[config.mk]
export PLATFORM = sky130hd
export DESIGN_NAME = axis_slice_24to8
export DESIGN_NICKNAME = d
export VERILOG_FILES = /design/src/rtl/axis_slice_24to8.sv
export SDC_FILE = /design/constraint.sdc
export NUM_CORES = 1
export LEC_CHECK = 0
export BUFFER_PORTS_ARGS = -buffer_cell sky130_fd_sc_hd__buf_2
export CORE_AREA = 2 2 72 74
export DETAILED_ROUTE_END_ITERATION = 12
export DIE_AREA = 0 0 74 76
export SLEW_MARGIN = 30
export SYNTH_ARGS = -nofsm -noshare
export SYNTH_HDL_FRONTEND = slang
export SYNTH_SLANG_ARGS = --single-unit
[constraint.sdc]
create_clock -name i_CLK -period 1.7 [get_ports i_CLK]
set_input_delay 0.17 -clock i_CLK [delete_from_list [all_inputs] [get_ports i_CLK]]
set_output_delay 0.17 -clock i_CLK [all_outputs]
set_load 0.02 [all_outputs]
[src/rtl/axis_slice_24to8.sv]
// axis_slice_24to8
// Splits each 24-bit AXI-Stream input word into three 8-bit output beats,
// sent LSB first (byte0 = [7:0], then [15:8], then [23:16]).
//
// Ports
//   i_CLK         rising-edge clock
//   i_RSTn        synchronous reset, active HIGH despite the suffix
//   S_AXIS_DATA   24-bit input word
//   S_AXIS_VALID  input word valid
//   S_AXIS_READY  block can take an input word this cycle
//   M_AXIS_DATA   current output byte (0x00 when empty)
//   M_AXIS_VALID  output byte valid
//   M_AXIS_READY  downstream accepts the byte this cycle
module axis_slice_24to8 (
  input  logic        i_CLK,
  input  logic        i_RSTn,
  input  logic [23:0] S_AXIS_DATA,
  input  logic        S_AXIS_VALID,
  output logic        S_AXIS_READY,
  output logic [7:0]  M_AXIS_DATA,
  output logic        M_AXIS_VALID,
  input  logic        M_AXIS_READY
);

  logic [23:0] r_word;
  logic [1:0]  r_idx;
  logic        r_full;

  logic        w_last;
  logic        w_in_xfer;
  logic        w_out_xfer;

  assign w_last = (r_idx == 2'd2);

  // Ready looks through to M_AXIS_READY while the last byte is on the bus,
  // so a new word can replace the finishing one with no idle cycle.
  assign S_AXIS_READY = !i_RSTn && (!r_full || (w_last && M_AXIS_READY));

  assign w_in_xfer  = S_AXIS_VALID && S_AXIS_READY;
  assign w_out_xfer = r_full && M_AXIS_READY;

  assign M_AXIS_VALID = r_full;

  always_comb begin
    M_AXIS_DATA = 8'h00;
    if (r_full) begin
      case (r_idx)
        2'd0:    M_AXIS_DATA = r_word[7:0];
        2'd1:    M_AXIS_DATA = r_word[15:8];
        2'd2:    M_AXIS_DATA = r_word[23:16];
        default: M_AXIS_DATA = 8'h00;
      endcase
    end
  end

  always_ff @(posedge i_CLK) begin
    if (i_RSTn) begin
      r_word <= 24'h0;
      r_idx  <= 2'd0;
      r_full <= 1'b0;
    end else if (w_in_xfer) begin
      // Only possible when empty or while byte2 is leaving.
      r_word <= S_AXIS_DATA;
      r_idx  <= 2'd0;
      r_full <= 1'b1;
    end else if (w_out_xfer) begin
      if (w_last) begin
        r_idx  <= 2'd0;
        r_full <= 1'b0;
      end else begin
        r_idx  <= r_idx + 2'd1;
      end
    end
  end

endmodule

==> results of run 1 <==
==> cell families (layout without fill, tap and decap cells) <==
group,count (synthesis),count (layout),synth area share
AO/OA/AOI/OAI,38,38,0.2691
AND/OR/NAND/NOR,26,26,0.1419
flip-flops,27,27,0.4576
buffers and inverters,9,48,0.05507
multiplexers,9,9,0.07627
==> Yosys cell counts, types with 2 or more instances <==
master,number
nor2_1,3
buf_6,3
buf_4,2
o22ai_1,4
a22o_1,24
or2_1,4
a21oi_1,3
mux2i_1,9
dfxtp_1,27
nor2b_1,2
clkbuf_1,2
and2_1,4
nand2_1,8
a21boi_1,4
==> metrics by stage <==
stage,cell area (um^2),setup WS [ns],util,cells,total power [uW]
finish,1520,0.1136,0.3095,218,1283
global route,1520,0.006077,0.3095,218,1347
CTS,1503,0.01412,0.3059,218,1302
detailed placement,1450,0.2594,0.2952,214,924.8
global placement,1450,0.2628,0.2952,214,922.4
floorplan,1181,0.2932,-,109,842.6
==> worst paths after layout <==
check,from,end,slack [ns],cells past startpoint
worst min-delay path,S_AXIS_DATA[14],r_word[14],0.1,2
worst max-delay path,r_idx[1],M_AXIS_DATA[6],0.11,5
worst max register to register,r_idx[0],r_word[3],0.37,4
worst min register to register,r_word[23],r_word[23],0.49,1
==> report_power, final <==
group / internal (uW) / total (uW) / switching (uW)
clock: 166 / 371 / 204
combinational: 107 / 204 / 97.7
sequential: 673 / 708 / 34.8
total: 946 / 1280 / 337
==> per-layer routing <==
layer,vias to the layer above,part of all wire,GRT usage
li1,488,-,-
met1,411,0.52,0.1508
met2,30,0.42,0.1518
met3,3,0.046,0.02249
met4,0,0.012,0.03818
met5,-,0,0
==> flip-flops by register name, summed over array words and instances, names as in the netlist <==
register and count:
r_word 24, r_idx 2, M_AXIS_VALID 1
==> cell usage in the layout, fill, tap and decap left out, types with 2 or more instances in the layout <==
cell      netlist  layout
buf_2           1      37
o22ai_1         4       4
dfxtp_2         0       2
clkbuf_8        0       3
and2_1          4       4
buf_6           3       2
or2_1           4       4
dfxtp_1        27      24
buf_4           2       3
a21boi_1        4       4
mux2i_1         9       9
nand2_1         8       8
a22o_1         24      24
a21oi_1         3       3
nor2_1          3       3
==> layout make-up <==
type / instances / area [um^2] / share of cell area
clock buffer: 3 / 41.29 / 0.02716
clock inverter: 1 / 7.507 / 0.004938
timing repair buffer: 43 / 250.2 / 0.1646
sequential: 27 / 546.8 / 0.3597
multi-input combinational: 73 / 583.1 / 0.3835
inverter: 1 / 3.754 / 0.002469
tap: 70 / 87.58 / 0.05761
==> repair_timing <==
| item | in CTS | in global routing |
|---|---|---|
| gates resized for setup | 2 | 6 |
| setup endpoints to repair | 6 | 7 |
| hold buffers | 0 | 0 |
| endpoints found under the hold margin | 0 | 0 |
==> worst max-delay path, delay by kind of cell (launching register included) <==
kind,cells,cell delay (ns)
DFF,1,0.38
and+or+nand+nor,1,0.21
buffers and inverters,2,0.32
AOI/OAI and AO/OA,1,0.13
muxes,1,0.11
==> flow_results.xml, run 1 <==
<?xml version="1.0" encoding="UTF-8"?>
<metrics>
  <group name="outcome">
    <metric name="run_status" unit="">complete, no violations</metric>
  </group>
  <group name="routing">
    <metric name="wl_per_cell" unit="um">12.89</metric>
    <metric name="drcViolationCount" unit="">0</metric>
    <metric name="route.vias.total" unit="">932</metric>
    <metric name="drt-vias-per-instance" unit="">4.275</metric>
    <metric name="drt_first_pass_iters" unit="">4</metric>
    <metric name="antenna_nets_post_route" unit="">0</metric>
    <metric name="drt_iter0_markers" unit="">38</metric>
    <metric name="finalWirelength" unit="mm">2.811</metric>
  </group>
  <group name="sta">
    <metric name="report.final.hold_viol_count" unit="">0</metric>
    <metric name="timing.final.setup_violations" unit="">0</metric>
    <metric name="slew_headroom" unit="">0.8316</metric>
    <metric name="min_period" unit="ns">1.586</metric>
    <metric name="finalSetupTns" unit="ns">0</metric>
    <metric name="hold-worst-slack" unit="ns">0.09568</metric>
    <metric name="grt_setup_unrepaired" unit="">no</metric>
    <metric name="timing_worst_slew_pin_value" unit="ns">0.2527</metric>
    <metric name="max_clock_freq" unit="MHz">630.3</metric>
    <metric name="fin_crit_sh" unit="">0.9332</metric>
    <metric name="finClkSkew" unit="ns">0.005317</metric>
    <metric name="slew_violations" unit="">0</metric>
  </group>
  <group name="flow_run">
    <metric name="cap_viol_max_count" unit="">0</metric>
  </group>
  <group name="synthesis">
    <metric name="post-synth-top-area-cell" unit="">dfxtp_1</metric>
    <metric name="synth_ff_type" unit="">dfxtp_1</metric>
    <metric name="synth-edff-count" unit="">0</metric>
    <metric name="synth-async-reset-ratio" unit="">0</metric>
    <metric name="synth_area_per_cell" unit="um^2">10.84</metric>
    <metric name="netlist-cell-type-count" unit="">24</metric>
    <metric name="synth_area" unit="um^2">1181</metric>
    <metric name="synthesis.instances" unit="">109</metric>
    <metric name="postSynthRegisterBits" unit="">27</metric>
    <metric name="yosys-top-cells-area" unit="">dfxtp_1 (46%), a22o_1 (18%), mux2i_1 (7.6%)</metric>
    <metric name="synth_sequential_area_ratio" unit="">0.4576</metric>
    <metric name="synth_largest_type_area_fraction" unit="">0.4576</metric>
    <metric name="synthesis.nets" unit="">137</metric>
    <metric name="ys.warnings.count" unit="">0</metric>
  </group>
  <group name="cells_and_area">
    <metric name="n_fill_cell" unit="">512</metric>
    <metric name="area.growth.synth_to_final" unit="%">28.71</metric>
    <metric name="drive_gt1_frac" unit="">0.3716</metric>
    <metric name="antennaDiodeCount" unit="">0</metric>
    <metric name="design.final.nets" unit="">177</metric>
  </group>
  <group name="clocking">
    <metric name="tritoncts_num_sinks" unit="">27</metric>
    <metric name="cts_setup_buffers" unit="">0</metric>
    <metric name="cts_buf_count" unit="">3</metric>
    <metric name="clk_pin_slew_worst_paths" unit="ns">0.09</metric>
    <metric name="clock_tree_from_tritoncts" unit="">done</metric>
    <metric name="cts_buffer_depth" unit="">2</metric>
    <metric name="htreeDepth" unit="">1</metric>
    <metric name="clkLatencyLatePin" unit="ns">0.27</metric>
    <metric name="cts-root-buf" unit="">clkbuf_8</metric>
  </group>
  <group name="critical_path">
    <metric name="path_max_fanout" unit="">6</metric>
    <metric name="worst_path_largest_cell_delay" unit="ns">0.38</metric>
    <metric name="timing.critical_path.cells" unit="">buf_6 -&gt; mux2i_1 -&gt; or2_1 -&gt; a21boi_1 -&gt; buf_2</metric>
    <metric name="critical_path.slowest_cell" unit="">dfxtp_4</metric>
    <metric name="cp_data_arrival_time" unit="ns">1.42</metric>
    <metric name="criticalPathCategory" unit="">flop to output pin</metric>
    <metric name="critPathRequiredTime" unit="ns">1.53</metric>
    <metric name="timing.critical_path.from_type" unit="">flop</metric>
    <metric name="critPathCaptureType" unit="">output pin</metric>
  </group>
  <group name="global_routing">
    <metric name="grt_overflow" unit="">0</metric>
    <metric name="antenna_found_initial" unit="">0</metric>
    <metric name="grt_usage" unit="">0.1047</metric>
    <metric name="maximum_number_of_pins_on_one_net_before_global_route_repair" unit="">25</metric>
    <metric name="grt_pass1_vias" unit="">969</metric>
    <metric name="wire_length_of_the_first_global_routing_pass" unit="mm">4.616</metric>
  </group>
  <group name="placement">
    <metric name="dp_hpwl" unit="mm">2.107</metric>
    <metric name="finalWeightedCongestion" unit="">0.7303</metric>
    <metric name="port_buffers" unit="">37</metric>
  </group>
  <group name="power_and_ir_drop">
    <metric name="power.density_cell_area" unit="nW/um^2">844.0</metric>
    <metric name="power_leakage" unit="uW">0.0006389</metric>
    <metric name="peakVddDrop" unit="uV">371.2</metric>
  </group>
  <group name="floorplanning">
    <metric name="chipWidth" unit="um">74</metric>
    <metric name="die_area" unit="um^2">5624</metric>
    <metric name="fp_rows" unit="">26</metric>
    <metric name="core_box_area" unit="um^2">4912</metric>
    <metric name="num_io_pins" unit="">38</metric>
    <metric name="start_util" unit="">0.2404</metric>
    <metric name="fp.dieH" unit="um">76</metric>
  </group>
  <group name="worst_hold_path">
    <metric name="hold_path_class" unit="">input pin to flop</metric>
  </group>
</metrics>
Power figures use the tool's default switching activity.
==> inputs of run 2 (changes only) <==
==> constraint.sdc (replaced) <==
create_clock -name i_CLK -period 2 [get_ports i_CLK]
set_input_delay 0.2 -clock i_CLK [delete_from_list [all_inputs] [get_ports i_CLK]]
set_output_delay 0.2 -clock i_CLK [all_outputs]
set_load 0.02 [all_outputs]
==> flow_results.xml, run 2 (synthesized netlist as in run 1, its figures left out) <==
<?xml version="1.0" encoding="UTF-8"?>
<metrics>
  <group name="floorplanning">
    <metric name="fp_rows" unit="">26</metric>
    <metric name="num_io_pins" unit="">38</metric>
    <metric name="chipWidth" unit="um">74</metric>
    <metric name="die_area" unit="um^2">5624</metric>
    <metric name="core_box_area" unit="um^2">4912</metric>
    <metric name="fp.dieH" unit="um">76</metric>
    <metric name="start_util" unit="">0.2404</metric>
  </group>
  <group name="sta">
    <metric name="slew_headroom" unit="">0.7712</metric>
    <metric name="fin_crit_sh" unit="">0.8571</metric>
    <metric name="finalSetupTns" unit="ns">0</metric>
    <metric name="finClkSkew" unit="ns">0.003842</metric>
    <metric name="min_period" unit="ns">1.714</metric>
    <metric name="timing.final.setup_violations" unit="">0</metric>
    <metric name="timing_worst_slew_pin_value" unit="ns">0.3427</metric>
    <metric name="max_clock_freq" unit="MHz">583.4</metric>
    <metric name="postLayoutSetupSlackWorst" unit="ns">0.2858</metric>
    <metric name="grt_setup_unrepaired" unit="">no</metric>
    <metric name="slew_violations" unit="">0</metric>
    <metric name="report.final.hold_viol_count" unit="">0</metric>
  </group>
  <group name="global_routing">
    <metric name="wire_length_of_the_first_global_routing_pass" unit="mm">4.271</metric>
    <metric name="antenna_found_initial" unit="">0</metric>
    <metric name="grt_pass1_vias" unit="">916</metric>
    <metric name="grt_overflow" unit="">0</metric>
    <metric name="maximum_number_of_pins_on_one_net_before_global_route_repair" unit="">25</metric>
    <metric name="grt_usage" unit="">0.09601</metric>
  </group>
  <group name="placement">
    <metric name="placed_cell_area" unit="um^2">1423</metric>
    <metric name="port_buffers" unit="">37</metric>
    <metric name="dp_hpwl" unit="mm">1.977</metric>
    <metric name="finalWeightedCongestion" unit="">0.7217</metric>
    <metric name="post-place-ws" unit="ns">0.4191</metric>
  </group>
  <group name="routing">
    <metric name="route.vias.total" unit="">929</metric>
    <metric name="drt-vias-per-instance" unit="">4.301</metric>
    <metric name="drt_iter0_markers" unit="">40</metric>
    <metric name="drcViolationCount" unit="">0</metric>
    <metric name="antenna_nets_post_route" unit="">0</metric>
    <metric name="finalWirelength" unit="mm">2.646</metric>
    <metric name="drt_first_pass_iters" unit="">3</metric>
    <metric name="wl_per_cell" unit="um">12.25</metric>
  </group>
  <group name="cells_and_area">
    <metric name="final_design_area_no_fill" unit="um^2">1473</metric>
    <metric name="antennaDiodeCount" unit="">0</metric>
    <metric name="area.growth.synth_to_final" unit="%">24.68</metric>
    <metric name="drive_gt1_frac" unit="">0.3425</metric>
    <metric name="largest_reg_flops" unit="">24</metric>
    <metric name="design.final.nets" unit="">175</metric>
    <metric name="final_common_cell" unit="">buf_2</metric>
    <metric name="final_cell_mix" unit="">buf_2 (37), dfxtp_1 (26), a22o_1 (24)</metric>
    <metric name="register_ranked_first_by_flip_flop_count" unit="">r_word</metric>
  </group>
  <group name="worst_hold_path">
    <metric name="hold_path_class" unit="">input pin to flop</metric>
  </group>
  <group name="power_and_ir_drop">
    <metric name="power_leakage" unit="uW">0.0006208</metric>
    <metric name="comb_power_share" unit="">0.152</metric>
    <metric name="power.sequential.fraction" unit="">0.561</metric>
    <metric name="switchingPower" unit="uW">272.8</metric>
    <metric name="power.density_cell_area" unit="nW/um^2">725.1</metric>
    <metric name="peakVddDrop" unit="uV">357.8</metric>
    <metric name="p_int" unit="uW">795.0</metric>
    <metric name="power.clock.fraction" unit="">0.287</metric>
    <metric name="swShare" unit="">0.2554</metric>
  </group>
  <group name="outcome">
    <metric name="run_status" unit="">complete, no violations</metric>
  </group>
  <group name="critical_path">
    <metric name="worst_r2r_startpoint" unit="">r_idx[1]</metric>
    <metric name="critPathRequiredTime" unit="ns">1.80</metric>
    <metric name="reg2reg_setup_slack" unit="ns">0.53</metric>
    <metric name="worst_path_largest_cell_delay" unit="ns">0.49</metric>
    <metric name="rr_endpoint" unit="">r_word[9]</metric>
    <metric name="criticalPathCategory" unit="">flop to output pin</metric>
    <metric name="timing.critical_path.cells" unit="">nor2b_1 -&gt; nand2_1 -&gt; a21boi_1 -&gt; buf_2</metric>
    <metric name="cp_data_arrival_time" unit="ns">1.51</metric>
    <metric name="endpoint" unit="">M_AXIS_DATA[7]</metric>
    <metric name="critPathCaptureType" unit="">output pin</metric>
    <metric name="timing.critical_path.from" unit="">r_idx[0]</metric>
    <metric name="critical_path.slowest_cell" unit="">dfxtp_2</metric>
    <metric name="timing.critical_path.from_type" unit="">flop</metric>
    <metric name="path_max_fanout" unit="">18</metric>
    <metric name="reg2regPathDepth" unit="">5</metric>
  </group>
  <group name="clocking">
    <metric name="cts-root-buf" unit="">clkbuf_8</metric>
    <metric name="cts_buf_count" unit="">3</metric>
    <metric name="clk_pin_slew_worst_paths" unit="ns">0.09</metric>
    <metric name="clock_tree_from_tritoncts" unit="">done</metric>
    <metric name="cts_buffer_depth" unit="">2</metric>
    <metric name="clkLatencyLatePin" unit="ns">0.27</metric>
    <metric name="tritoncts_num_sinks" unit="">27</metric>
    <metric name="htreeDepth" unit="">1</metric>
  </group>
  <group name="flow_run">
    <metric name="cap_viol_max_count" unit="">0</metric>
  </group>
</metrics>
-- run 2: cell types whose count changed in the layout (fill, tap and decap cells not counted), sizes merged --
| cell | previous run | this run |
|---|---|---|
| buf | 43 | 41 |
-- run 2: power by group through the flow --
stage | Combinational [uW] | Clock (uW) | Sequential (uW)
floorplan | 114 | 0 | 602
CTS | 164 | 319 | 599
global placement | 164 | 0 | 611
detailed placement | 164 | 0 | 612
global route | 179 | 340 | 604
finish | 162 | 307 | 599
-- run 2: area by class of cell --
class	instances	area [um^2]
fillers	524	3440
multi-input cells	73	575.6
flip-flops and latches	27	541.8
repair buffers	41	215.2
well taps	70	87.58
clock buffers	3	41.29
clock inverters	1	7.507
inverters	1	3.754
-- run 2: how the worst min path moves through the flow --
stage          slack (ns)         end             from  depth (start not counted)
2_1_floorplan        0.27    r_idx[1]           i_RSTn                          1
3_3_place_gp         0.41  r_word[12]  S_AXIS_DATA[12]                          2
3_5_place_dp         0.41  r_word[13]  S_AXIS_DATA[13]                          2
4_1_cts              0.12  r_word[13]  S_AXIS_DATA[13]                          2
5_1_grt              0.12  r_word[21]  S_AXIS_DATA[21]                          2
6_report             0.13  r_word[13]  S_AXIS_DATA[13]                          2
-- run 2: timing repair --
| item | CTS | global route |
|---|---|---|
| setup endpoints to repair | 0 | 1 |
| setup buffers | 0 | 0 |
| hold buffers | 0 | 0 |
| hold endpoints to repair | 0 | 0 |
| resized for setup | 0 | 1 |
-- run 2: per-layer routing --
layer  share of wire  track usage
met3           0.065      0.02778
met4               0      0.02727
met1            0.48       0.1343
met5               0            0
met2            0.45       0.1429
-- run 2: stage by stage --
stage | power (uW) | cells | util | hold WS, ns
global route | 1122 | 216 | 0.2998 | 0.1193
global placement | 774.5 | 212 | 0.2896 | 0.4093
detailed placement | 775.7 | 212 | 0.2896 | 0.4128
CTS | 1082 | 216 | 0.2995 | 0.1228
floorplan | 716.2 | 109 | - | 0.2721
finish | 1068 | 216 | 0.2998 | 0.1308
-- run 2: critical path: cells and delay by family, from the launching register on --
kind / cells / cell delay (ns)
flops: 1 / 0.49
buf+inv: 1 / 0.18
compound gates: 1 / 0.15
simple gates: 2 / 0.42
